$ cat src/rtl/rc4_pkg.sv
// Types and constants shared by the RC4 loop controllers (key schedule, PRGA/decrypt).
package rc4_pkg;

  localparam int S_SIZE  = 256;
  localparam int IDX_W   = $clog2(S_SIZE);
  localparam int MEM_LAT = 2;

  typedef enum logic [3:0] {
    IDLE,
    RD_I,
    WT_I,
    SV_I,
    RD_J,
    WT_J,
    SV_J,
    WR_I,
    WR_J,
    RD_F,
    WT_F,
    SV_F,
    WR_DEC,
    INC,
    DONE
  } prga_state_t;

  // Index arithmetic over the S array wraps modulo S_SIZE.
  function automatic logic [IDX_W-1:0] add_idx(input logic [IDX_W-1:0] a,
                                               input logic [IDX_W-1:0] b);
    return a + b;
  endfunction

endpackage

$ cat src/rtl/prga_decrypt.sv
// RC4 PRGA walk over the permuted S RAM; XORs each keystream byte with the encrypted
// ROM byte and writes plaintext. All outputs are registered from the current state.
module prga_decrypt
  import rc4_pkg::*;
#(
  parameter int MSG_LEN  = 32,
  parameter int READ_LAT = MEM_LAT
) (
  input  logic        clk,
  input  logic        reset,
  input  logic        start,
  output logic        done,
  output logic [7:0]  s_address,
  output logic [7:0]  s_data,
  input  logic [7:0]  s_q,
  output logic        s_wren,
  output logic [9:0]  rom_address,
  input  logic [7:0]  rom_q,
  output logic [9:0]  dec_address,
  output logic [7:0]  dec_data,
  output logic        dec_wren
);

  // Wait states last READ_LAT cycles (READ_LAT must be at least 1).
  localparam logic [7:0] WAIT_INIT = 8'(READ_LAT - 1);

  prga_state_t      state_r;
  logic [IDX_W-1:0] i_r;
  logic [IDX_W-1:0] j_r;
  logic [9:0]       k_r;
  logic [7:0]       si_r;
  logic [7:0]       sj_r;
  logic [7:0]       f_r;
  logic [7:0]       enc_r;
  logic [7:0]       wait_r;

  logic             done_r;
  logic [7:0]       s_address_r;
  logic [7:0]       s_data_r;
  logic             s_wren_r;
  logic [9:0]       rom_address_r;
  logic [9:0]       dec_address_r;
  logic [7:0]       dec_data_r;
  logic             dec_wren_r;

  // Sequencer: one PRGA step per message byte, outputs registered from the current state.
  always_ff @(posedge clk) begin
    if (reset) begin
      state_r       <= IDLE;
      i_r           <= '0;
      j_r           <= '0;
      k_r           <= 10'd0;
      si_r          <= 8'd0;
      sj_r          <= 8'd0;
      f_r           <= 8'd0;
      enc_r         <= 8'd0;
      wait_r        <= 8'd0;
      done_r        <= 1'b0;
      s_address_r   <= 8'd0;
      s_data_r      <= 8'd0;
      s_wren_r      <= 1'b0;
      rom_address_r <= 10'd0;
      dec_address_r <= 10'd0;
      dec_data_r    <= 8'd0;
      dec_wren_r    <= 1'b0;
    end else begin
      s_wren_r   <= 1'b0;
      dec_wren_r <= 1'b0;
      done_r     <= 1'b0;
      case (state_r)
        IDLE: begin
          if (start) begin
            i_r     <= '0;
            j_r     <= '0;
            k_r     <= 10'd0;
            state_r <= RD_I;
          end else begin
            state_r <= IDLE;
          end
        end
        RD_I: begin
          i_r           <= add_idx(i_r, 8'd1);
          s_address_r   <= add_idx(i_r, 8'd1);
          rom_address_r <= k_r;
          wait_r        <= WAIT_INIT;
          state_r       <= WT_I;
        end
        WT_I: begin
          if (wait_r == 8'd0) state_r <= SV_I;
          else                wait_r  <= wait_r - 8'd1;
        end
        SV_I: begin
          si_r    <= s_q;
          j_r     <= add_idx(j_r, s_q);
          state_r <= RD_J;
        end
        RD_J: begin
          s_address_r <= j_r;
          wait_r      <= WAIT_INIT;
          state_r     <= WT_J;
        end
        WT_J: begin
          if (wait_r == 8'd0) state_r <= SV_J;
          else                wait_r  <= wait_r - 8'd1;
        end
        SV_J: begin
          sj_r    <= s_q;
          state_r <= WR_I;
        end
        // When i == j the second write lands last with si, which is the correct RC4 result.
        WR_I: begin
          s_address_r <= i_r;
          s_data_r    <= sj_r;
          s_wren_r    <= 1'b1;
          state_r     <= WR_J;
        end
        WR_J: begin
          s_address_r <= j_r;
          s_data_r    <= si_r;
          s_wren_r    <= 1'b1;
          state_r     <= RD_F;
        end
        RD_F: begin
          s_address_r <= add_idx(si_r, sj_r);
          wait_r      <= WAIT_INIT;
          state_r     <= WT_F;
        end
        WT_F: begin
          if (wait_r == 8'd0) state_r <= SV_F;
          else                wait_r  <= wait_r - 8'd1;
        end
        SV_F: begin
          f_r     <= s_q;
          enc_r   <= rom_q;
          state_r <= WR_DEC;
        end
        WR_DEC: begin
          dec_address_r <= k_r;
          dec_data_r    <= f_r ^ enc_r;
          dec_wren_r    <= 1'b1;
          state_r       <= INC;
        end
        INC: begin
          k_r <= k_r + 10'd1;
          if ({22'd0, k_r} + 32'd1 < 32'(MSG_LEN)) state_r <= RD_I;
          else                                     state_r <= DONE;
        end
        DONE: begin
          done_r <= 1'b1;
          if (!start) state_r <= IDLE;
          else        state_r <= DONE;
        end
        default: begin
          state_r <= IDLE;
        end
      endcase
    end
  end

  assign done        = done_r;
  assign s_address   = s_address_r;
  assign s_data      = s_data_r;
  assign s_wren      = s_wren_r;
  assign rom_address = rom_address_r;
  assign dec_address = dec_address_r;
  assign dec_data    = dec_data_r;
  assign dec_wren    = dec_wren_r;

endmodule

$ cat config.mk
export PLATFORM = sky130hd
export DESIGN_NAME = prga_decrypt
export DESIGN_NICKNAME = d
export VERILOG_FILES = /design/src/rtl/rc4_pkg.sv /design/src/rtl/prga_decrypt.sv
export SDC_FILE = /design/constraint.sdc
export NUM_CORES = 1
export LEC_CHECK = 0
export CORE_MARGIN = 3
export CORE_UTILIZATION = 56
export DETAILED_ROUTE_END_ITERATION = 10
export GPL_ROUTABILITY_DRIVEN = 0
export PLACE_DENSITY_LB_ADDON = 0.25
export SYNTH_ARGS = -nofsm -noshare
export SYNTH_HDL_FRONTEND = slang
export SYNTH_SLANG_ARGS = --single-unit
$ cat constraint.sdc
create_clock -name clk -period 3.1 [get_ports clk]
set_input_delay 0.93 -clock clk [delete_from_list [all_inputs] [get_ports clk]]
set_output_delay 0.93 -clock clk [all_outputs]
set_load 0.02 [all_outputs]
==> summary.md <==
| Metric | Value |
|---|---|
| Die ar. | `11600 um2` |
| Routed wl met2 | `7.66 mm` |
| Post CTS Setup Buffer Count | `0` |
| Count leader, synth | `nand2_1` |
| Crit path buf inv count | `1` |
| Global Route Usage Sum | `0.268` |
| Worst Hold Class | `flip-flop to flip-flop` |
| Die X | `108 um` |
| Gr ovfl total | `0` |
| Slowest stage delay, CP | `0.42 ns` |
| Drt pass-1 iters | `5` |
| Critical path arrival | `3.06 ns` |
| Met3 routed wirelength | `941 um` |
| Final period demand of the worst path | `2.65 ns` |
| Layout cells sized above 1 | `0.0738` |
| P_leak | `2.56 nW` |
| #FFs+latches synth | `117` |
| Seq/Total Area, Yosys | `0.404` |
| Initial Util | `0.584` |
| WL per Instance | `16.4 um` |
| CP max FO | `2` |
| Post-synth top cells | `nand2_1, dfxtp_1, a21oi_1, nor2_1, clkbuf_1` |
| Critical-path top delay cell | `clkdlybuf4s50_1` |
| Synth area leader | `dfxtp_1` |
| Via count | `5571` |
| Clock sink total | `117` |
| First-pass GRT wire length | `25.1 mm` |
| Final net count | `825` |
| Initial antenna violation count | `0` |
| Highest routed layer | `met4` |
| Met1 wire length | `6.32 mm` |
| Drt via density | `5.98` |
| Port buffer count | `65` |
| Yosys Warn Count | `0` |
| Vias in the first global route | `5301` |
| Synthesized instance count | `736` |
| Synth top area share | `0.404` |
| Post-synth cell types | `59` |
| Die extent in y | `108 um` |
| Setup TNS | `0 ns` |
| Core area | `9910 um2` |
| Critical path cell sequence | `clkdlybuf4s50_1 > ha_1 > fa_1 > a211oi_1 > o21ai_0 > a21oi_1 > nor4_1 > a211o_1` |
| CTS Buf Count | `17` |
| Clk_skew | `0.00730 ns` |
| Max-slew headroom at the worst pin | `0.445` |
| CTS clock-pin slew for the worst setup and hold paths | `0.06 ns` |
| Fin. max-slew vios | `0` |
| DRC viols | `0` |
| FP Rows | `36` |
| Final design utilization | `0.723` |
| Area Growth Syn to Fin | `23.8%` |
| ANT cells | `0` |
| Unrepaired setup endpoints after global routing | `no` |
| Routed WL | `15.3 mm` |
| Hold_buf cts | `0` |
| CP Launch Point | `s_q[0]` |
| Final setup fails | `0` |
| PD cells | `690 nW/um2` |
| Post-synthesis average cell area | `7.87 um2` |
| Max H-tree Level | `4` |
| Post-route ant nets | `0` |
| Fmax achieved | `377 MHz` |
| Worst-Margin Slew | `0.830 ns` |
| Critical Path RT | `3.51 ns` |
| CTS tree | `done` |
| Iteration-0 DRC count of the detailed router | `320` |
| Ranking of synthesized cells by area | `dfxtp_1, nand2_1, a21oi_1` |
| Clk root buf | `clkbuf_8` |
| Post-synth ARST share | `0` |
| Largest net degree at the start of global routing | `62` |
| Worst Hold Launch | `rom_address[6]` |
| Period Utilization, post-route | `0.856` |
| # IOs | `66` |
| Post-synth top flop | `dfxtp_1` |
| Worst vdd ir | `0.648 mV` |
| Worst setup EP type | `flip-flop` |
| Post-synth EDFFs | `0` |
| Max-cap check violation count | `0` |
| Final Hold Viols | `0` |
| Startpoint types | `input pin` |
| Worst r2r src | `state_r[2]` |
| Max clock buf depth | `2` |
| Critical path's top delay family | `compound AO/OA/AOI/OAI gates` |
| Skew-Pair Late Insertion Delay | `0.52 ns` |
| Synthesized net count | `775` |
| CP Class | `input pin to flip-flop` |
| Post_cts resized | `0` |
| Status | `finished, final reports clean` |
| Final HPWL DP | `10.4 mm` |
| Synth Cell Area | `5790 um2` |
## path summary, 6_finish.rpt
check                   end  slack, ns  depth (start not counted)
max                  j_r[6]       0.45                          8
min          rom_address[6]       0.45                          2
max reg2reg    s_address[2]       0.68                          4
min reg2reg  rom_address[6]       0.45                          2
## cell type report
class                           instances  area [um2]
Multi-Input combinational cell        562        3220
Fill cell                             779        2740
Sequential cell                       117        2340
Timing Repair Buffer                   79         753
Clock buffer                           20         455
Clock inverter                         12         199
Tap cell                              133         166
Inverter                                9        33.8
## per-layer routing
| metal | global-route usage | vias to the layer above |
|---|---|---|
| met3 | 0.0630 | 42 |
| met1 | 0.328 | 2611 |
| met4 | 0.0866 | 0 |
| met2 | 0.463 | 224 |
| met5 | 0 | - |
| li1 | - | 2694 |
## cells in the final DEF (no fill, tap or decap), drive strengths merged, types with 7 or more instances in the layout
master and instances:
a21oi 91, o21ai 26, dfxtp 117, a211oi 14
clkdlybuf4s50 64, buf 15, ha 18, inv 10
a21o 10, xor2 11, o22ai 8, nand3 20
nand2 152, or3 7, xnor2 16, and3 9
nor3 14, a311oi 11, nor2 65, nand2b 8
clkbuf 20
## where the power goes
group,switching (mW),total [mW],internal (mW)
logic,0.631,1.05,0.417
clock network,0.700,2.15,1.45
registers,0.138,1.75,1.61
## worst register-to-register path, stage by stage (launching register included)
cell and delay (ns):
dfxtp_1 0.76, nand2b_1 0.38, nor2_1 0.74, a222oi_1 0.30, a21oi_1 0.18
## per-stage QoR
step / instances / hold WS [ns] / worst slack, ns / instance area [um2] / power, mW
floorplan: 736 / 0.449 / 0.589 / 5790 / 2.51
CTS: 932 / 0.456 / 0.479 / 7170 / 4.94
global route: 932 / 0.478 / 0.362 / 7170 / 5.15
detailed placement: 900 / 0.448 / -0.0323 / 6520 / 2.79
finish: 932 / 0.452 / 0.448 / 7170 / 4.95
global placement: 900 / 0.442 / 0.0365 / 6520 / 2.75
## state kept, by name (all words and copies together), names as in the netlist
register and flops:
dec_address 10, dec_data 8, dec_wren 1, done 1, enc_r 8, f_r 8
i_r 8, j_r 8, k_r 10, rom_address 10, s_address 8, s_data 8
s_wren 1, si_r 8, sj_r 8, state_r 4, wait_r 8
## logic make-up (layout without fill, tap and decap cells)
logic type	Yosys count	count (layout)	synth area share
simple gates	310	310	0.241
buf+inv	57	120	0.0411
fa+ha+maj	20	20	0.0458
xor+xnor	27	27	0.0408
mux	4	4	0.00691
compound gates	201	201	0.220
flops	117	117	0.404
(Power assumes the default switching activity.)
==> RTL edit 1, RTL diff (same flow settings) <==
Register the output `s_address` once more, with the module's reset; this adds one clock of latency there. The other outputs are not delayed to match.
--- a/src/rtl/prga_decrypt.sv
+++ b/src/rtl/prga_decrypt.sv
@@ -158,7 +158,13 @@
   end
 
   assign done        = done_r;
-  assign s_address   = s_address_r;
+  always_ff @(posedge clk) begin
+    if (reset) begin
+      s_address <= '0;
+    end else begin
+      s_address <= s_address_r;
+    end
+  end
   assign s_data      = s_data_r;
   assign s_wren      = s_wren_r;
   assign rom_address = rom_address_r;
Behaviour: not the same (Yosys sat finds a counterexample within 4 cycles, from zero or initial values and one cycle with reset high).
==> RTL edit 1 against the unedited design <==
Wire length grew 0.14%. Setup slack gained 0.078 ns. Sequential cell count grew 8. Total power shrank 5.7%. Worst hold slack is essentially flat. Synthesized area grew 2.8%. Critical path depth is the same. Final area grew 1.3%. Largest cell class unchanged.
==> RTL edit 1: results (changes against the unedited design) <==
POWER AND IR DROP
--------------------------------------------------------------------------------
Static power due to leakage                                              2.57 nW   was 2.56 nW
Fraction of power spent switching nets                                     28.1%   was 29.7%
Worst vdd rail ir drop                                                    394 uV   was 648 uV

FINISH
--------------------------------------------------------------------------------
Fraction of final layout cells with drive strength greater than 1          6.21%   was 7.38%
Ant diodes                                                                     0   unchanged
Total Nets Final                                                             832   was 825

PLACE
--------------------------------------------------------------------------------
Half-perimeter wire length after detailed placement                     10200 um   was 10400 um
Placed inst area                                                      6650 sq um   was 6520 sq um
Cells after DPL                                                              910   was 900

CLOCKING
--------------------------------------------------------------------------------
Clock latency on the worst-skew pair                                     0.54 ns   was 0.52 ns
Post-cts sizing count                                                          0   unchanged
H-tree level count                                                             4   unchanged

SYNTHESIS
--------------------------------------------------------------------------------
Cell types with the highest counts after synthesis                  151 x sky130_fd_sc_hd__nand2_1, 125 x sky130_fd_sc_hd__dfxtp_1, 95 x sky130_fd_sc_hd__a21oi_1, 66 x sky130_fd_sc_hd__nor2_1, 39 x sky130_fd_sc_hd__clkbuf_1   was 152 x sky130_fd_sc_hd__nand2_1, 117 x sky130_fd_sc_hd__dfxtp_1, 90 x sky130_fd_sc_hd__a21oi_1, 64 x sky130_fd_sc_hd__nor2_1, 34 x sky130_fd_sc_hd__clkbuf_1
Syn Area/Cell                                                         7.95 sq um   was 7.87 sq um
Unique cell type count in the Yosys netlist                                   60   was 59
Register area share after synthesis                                        42.0%   was 40.4%
Synth warn                                                                     0   unchanged
Main area contributors after synthesis                              sky130_fd_sc_hd__dfxtp_1 42%, sky130_fd_sc_hd__nand2_1 9.5%, sky130_fd_sc_hd__a21oi_1 8.0%   was sky130_fd_sc_hd__dfxtp_1 40%, sky130_fd_sc_hd__nand2_1 9.9%, sky130_fd_sc_hd__a21oi_1 7.8%

GLOBAL ROUTING
--------------------------------------------------------------------------------
Global-route wire length before repair                                  25300 um   was 25100 um
Number of global-route vias before repair                                   5215   was 5301
Tot GR Track Use                                                           26.9%   was 26.8%
Largest net degree at the start of global routing                             63   was 62

SETUP PATH
--------------------------------------------------------------------------------
Slowest stage delay, CP                                                  0.47 ns   was 0.42 ns
Worst flop-to-flop path startpoint                                  state_r[0]$_SDFFE_PP0P_   was state_r[2]$_SDFFE_PP0P_
Crit Path Max Fanout                                                           4   was 2
Flop-to-flop setup slack                                                 0.73 ns   was 0.68 ns
Arrival time at the worst endpoint                                       2.97 ns   was 3.06 ns
Destination of the worst register-to-register timing path           s_address_r[7]$_SDFFE_PP0P_   was s_address[2]$_SDFFE_PP0P_
Cell depth of the worst flop-to-flop path                                      5   was 4

TIMING
--------------------------------------------------------------------------------
Worst setup skew after layout                                         0.00763 ns   was 0.00730 ns
Max-slew headroom at the worst pin                                         46.6%   was 44.5%

OUTCOME
--------------------------------------------------------------------------------
Outcome                                                             finished, final reports clean   unchanged

DETAILED ROUTING
--------------------------------------------------------------------------------
Vias after detailed routing                                                 5573   was 5571
Violation count after the first detailed-route iteration                     458   was 320
Aggregate routed wire length                                            15300 um   about the same
Number of vias per cell after detailed routing                              5.92   was 5.98

-- RTL edit 1: cell count changes after synthesis, moves of 4 or more --
cell,unedited run,this run
sky130_fd_sc_hd__a21o_1,10,2
sky130_fd_sc_hd__dfxtp_1,117,125
sky130_fd_sc_hd__a22oi_1,3,7
sky130_fd_sc_hd__a31oi_1,5,10
sky130_fd_sc_hd__clkbuf_1,34,39
sky130_fd_sc_hd__o21ai_1,0,13
sky130_fd_sc_hd__a21oi_1,90,95
sky130_fd_sc_hd__o21ai_0,25,11
sky130_fd_sc_hd__nor2b_1,6,14
-- RTL edit 1: routing by layer --
metal	global-route usage [%]	share of wire, %	routed length (um)
met4	11.1	2.0	311
met3	6.57	6.3	955
met5	0	0	0
met2	42.2	47	7210
met1	35.5	44	6790
-- RTL edit 1: cell families after synthesis --
kind of cell	after synthesis	synth area share (%)
flops	125	42.0
mux	6	1.05
fa+ha+maj	20	4.46
compound gates	197	20.4
xor+xnor	26	3.83
simple gates	315	24.1
buf+inv	60	4.12
-- RTL edit 1: power groups by stage --
stage / registers (mW) / clock network [mW] / logic [mW]
after floorplan: 1.81 / 0 / 0.616
after global placement: 1.84 / 0 / 0.751
after detailed placement: 1.84 / 0 / 0.779
after CTS: 1.81 / 2.06 / 0.788
after global routing: 1.83 / 2.15 / 0.888
final: 1.82 / 2.05 / 0.797
-- RTL edit 1: worst min-delay path by stage --
stage | from | to | slack, ns
after floorplan | s_address_r[0]$_SDFFE_PP0P_ | s_address[0]$_SDFF_PP0_ | 0.43
after global placement | s_address_r[3]$_SDFFE_PP0P_ | s_address[3]$_SDFF_PP0_ | 0.44
after detailed placement | dec_address[8]$_SDFFE_PP0P_ | dec_address[8]$_SDFFE_PP0P_ | 0.45
after CTS | dec_address[8]$_SDFFE_PP0P_ | dec_address[8]$_SDFFE_PP0P_ | 0.45
after global routing | s_address_r[3]$_SDFFE_PP0P_ | s_address[3]$_SDFF_PP0_ | 0.47
final | dec_address[8]$_SDFFE_PP0P_ | dec_address[8]$_SDFFE_PP0P_ | 0.45
-- RTL edit 1: through the flow --
step	hold slack (ns)	setup WS, ns
4_1_cts	0.454	0.544
2_1_floorplan	0.429	0.712
3_5_place_dp	0.446	0.0434
6_report	0.452	0.526
3_3_place_gp	0.442	0.119
5_1_grt	0.472	0.446
-- RTL edit 1: cell type report --
type,count,area (sq um)
clock buffer,20,445
clock inverter,11,166
fill,817,3060
inverter,10,37.5
multi-input combinational,564,3200
sequential,125,2500
tap,136,170
timing repair buffer,75,736
-- RTL edit 1: critical path, delay by kind of cell --
kind | cells | cell delay (ns)
buffers and inverters | 1 | 0.47
multiplexers | 1 | 0.23
AO/OA/AOI/OAI | 4 | 0.67
adder cells (fa/ha/maj) | 2 | 0.67
==> RTL edit 2, RTL diff (same settings) <==
Made on the original files. Set the parameter `MSG_LEN` to 31 (it was 32).
--- a/src/rtl/prga_decrypt.sv
+++ b/src/rtl/prga_decrypt.sv
@@ -3,7 +3,7 @@
 module prga_decrypt
   import rc4_pkg::*;
 #(
-  parameter int MSG_LEN  = 32,
+  parameter int MSG_LEN  = 31,
   parameter int READ_LAT = MEM_LAT
 ) (
   input  logic        clk,
Check against the original RTL: no difference found for any inputs over 10 cycles, from zero or initial values and one cycle with reset high; that may be too few to reach the edited logic, so the function may still have changed.
==> RTL edit 2 against the unedited design <==
Critical path depth unchanged. Utilization up 0.20 points. Clock skew shrank 0.00089 ns. Final area rose by 0.73%. Wire length rose by 0.64%. Sequential cell count did not move. Setup slack gained 0.15 ns. Synthesized area rose by 0.93%. First-iteration DRC count is 59% higher. Die area up 0.88%. Critical endpoint unchanged.
Power is not compared: it rests on default switching activity, and its combinational part moved more than twofold at a synthesized area within 25%.
==> RTL edit 2: results (changes against the unedited design) <==
TIMING
--------------------------------------------------------------------------------
Actual slew at the worst max-slew pin                                   0.873 ns   was 0.830 ns
Worst setup skew after layout                                         0.00642 ns   was 0.00730 ns

SETUP PATH
--------------------------------------------------------------------------------
Cell depth of the worst flop-to-flop path                                      5   was 4
Flop-to-flop setup slack                                                 0.62 ns   was 0.68 ns
Slowest stage delay, CP                                                  0.48 ns   was 0.42 ns
Arrival time at the worst endpoint                                       2.91 ns   was 3.06 ns

FINISH
--------------------------------------------------------------------------------
Fraction of final layout cells with drive strength greater than 1          8.00%   was 7.38%
Total Nets Final                                                             826   was 825

GLOBAL ROUTING
--------------------------------------------------------------------------------
Tot GR Track Use                                                           27.4%   was 26.8%
M2 GR Usage                                                                44.0%   was 46.3%
Met1 usage                                                                 35.4%   was 32.8%
Global-route wire length before repair                                  25300 um   was 25100 um
Met3 Track Usage GR                                                        6.45%   was 6.30%
Number of global-route vias before repair                                   5277   was 5301

SYNTHESIS
--------------------------------------------------------------------------------
XOR/XNOR Fraction of Synth Area                                            4.35%   was 4.08%
Share of synthesized area spent on multiplexers                           0.578%   was 0.691%
Synthesized Nets                                                             773   was 775
Compound-cell area share of the yosys netlist                              22.3%   was 22.0%
Unique cell type count in the Yosys netlist                                   68   was 59
Cell types with the highest counts after synthesis                  146 x sky130_fd_sc_hd__nand2_1, 117 x sky130_fd_sc_hd__dfxtp_1, 86 x sky130_fd_sc_hd__a21oi_1, 76 x sky130_fd_sc_hd__nor2_1, 28 x sky130_fd_sc_hd__clkbuf_1   was 152 x sky130_fd_sc_hd__nand2_1, 117 x sky130_fd_sc_hd__dfxtp_1, 90 x sky130_fd_sc_hd__a21oi_1, 64 x sky130_fd_sc_hd__nor2_1, 34 x sky130_fd_sc_hd__clkbuf_1

DETAILED ROUTING
--------------------------------------------------------------------------------
Detail Route met2 WL                                                     7270 um   was 7660 um
Vias after detailed routing                                                 5615   was 5571
Aggregate routed wire length                                            15300 um   about the same

PLACE
--------------------------------------------------------------------------------
Half-perimeter wire length after detailed placement                     10500 um   was 10400 um

OUTCOME
--------------------------------------------------------------------------------
Outcome                                                             finished, final reports clean   unchanged

RTL edit 2: power by group through the flow:
stage                     combinational (mW)  clock, mW  sequential (mW)
final                                  0.315       2.09             1.56
after CTS                              0.313       2.10             1.56
after detailed placement               0.308          0             1.59
after floorplan                        0.220          0             1.59
after global routing                   0.346       2.18             1.57
after global placement                 0.299          0             1.59
RTL edit 2: final cells by class:
cell class,count,area (sq um),area share (%)
flip-flops and latches,117,2340,32.4
well taps,133,166,2.30
clock buffers,21,469,6.50
clock inverters,11,171,2.37
inverters,8,30.0,0.416
repair buffers,79,753,10.4
multi-input cells,564,3290,45.5
RTL edit 2: through the flow:
step / setup slack, ns / cell area, sq um / std cells / total power [mW] / hold WS, ns
2_1_floorplan: 0.788 / 5840 / 734 / 1.81 / 0.449
3_3_place_gp: 0.184 / 6580 / 901 / 1.89 / 0.444
3_5_place_dp: 0.0881 / 6580 / 901 / 1.90 / 0.446
4_1_cts: 0.616 / 7220 / 933 / 3.98 / 0.454
5_1_grt: 0.398 / 7220 / 933 / 4.09 / 0.470
6_report: 0.602 / 7220 / 933 / 3.97 / 0.451
RTL edit 2: worst min-delay path: stages (launching register included):
cell	delay (ns)
sky130_fd_sc_hd__dfxtp_1	0.31
sky130_fd_sc_hd__nand2_1	0.05
sky130_fd_sc_hd__a21oi_1	0.05
RTL edit 2: worst paths after layout:
check | start | to
max | s_q[0] | j_r[6]$_SDFFE_PP0P_
min | rom_address[1]$_SDFFE_PP0P_ | rom_address[1]$_SDFFE_PP0P_
max reg2reg | state_r[0]$_SDFFE_PP0P_ | s_address[5]$_SDFFE_PP0P_
min reg2reg | rom_address[1]$_SDFFE_PP0P_ | rom_address[1]$_SDFFE_PP0P_
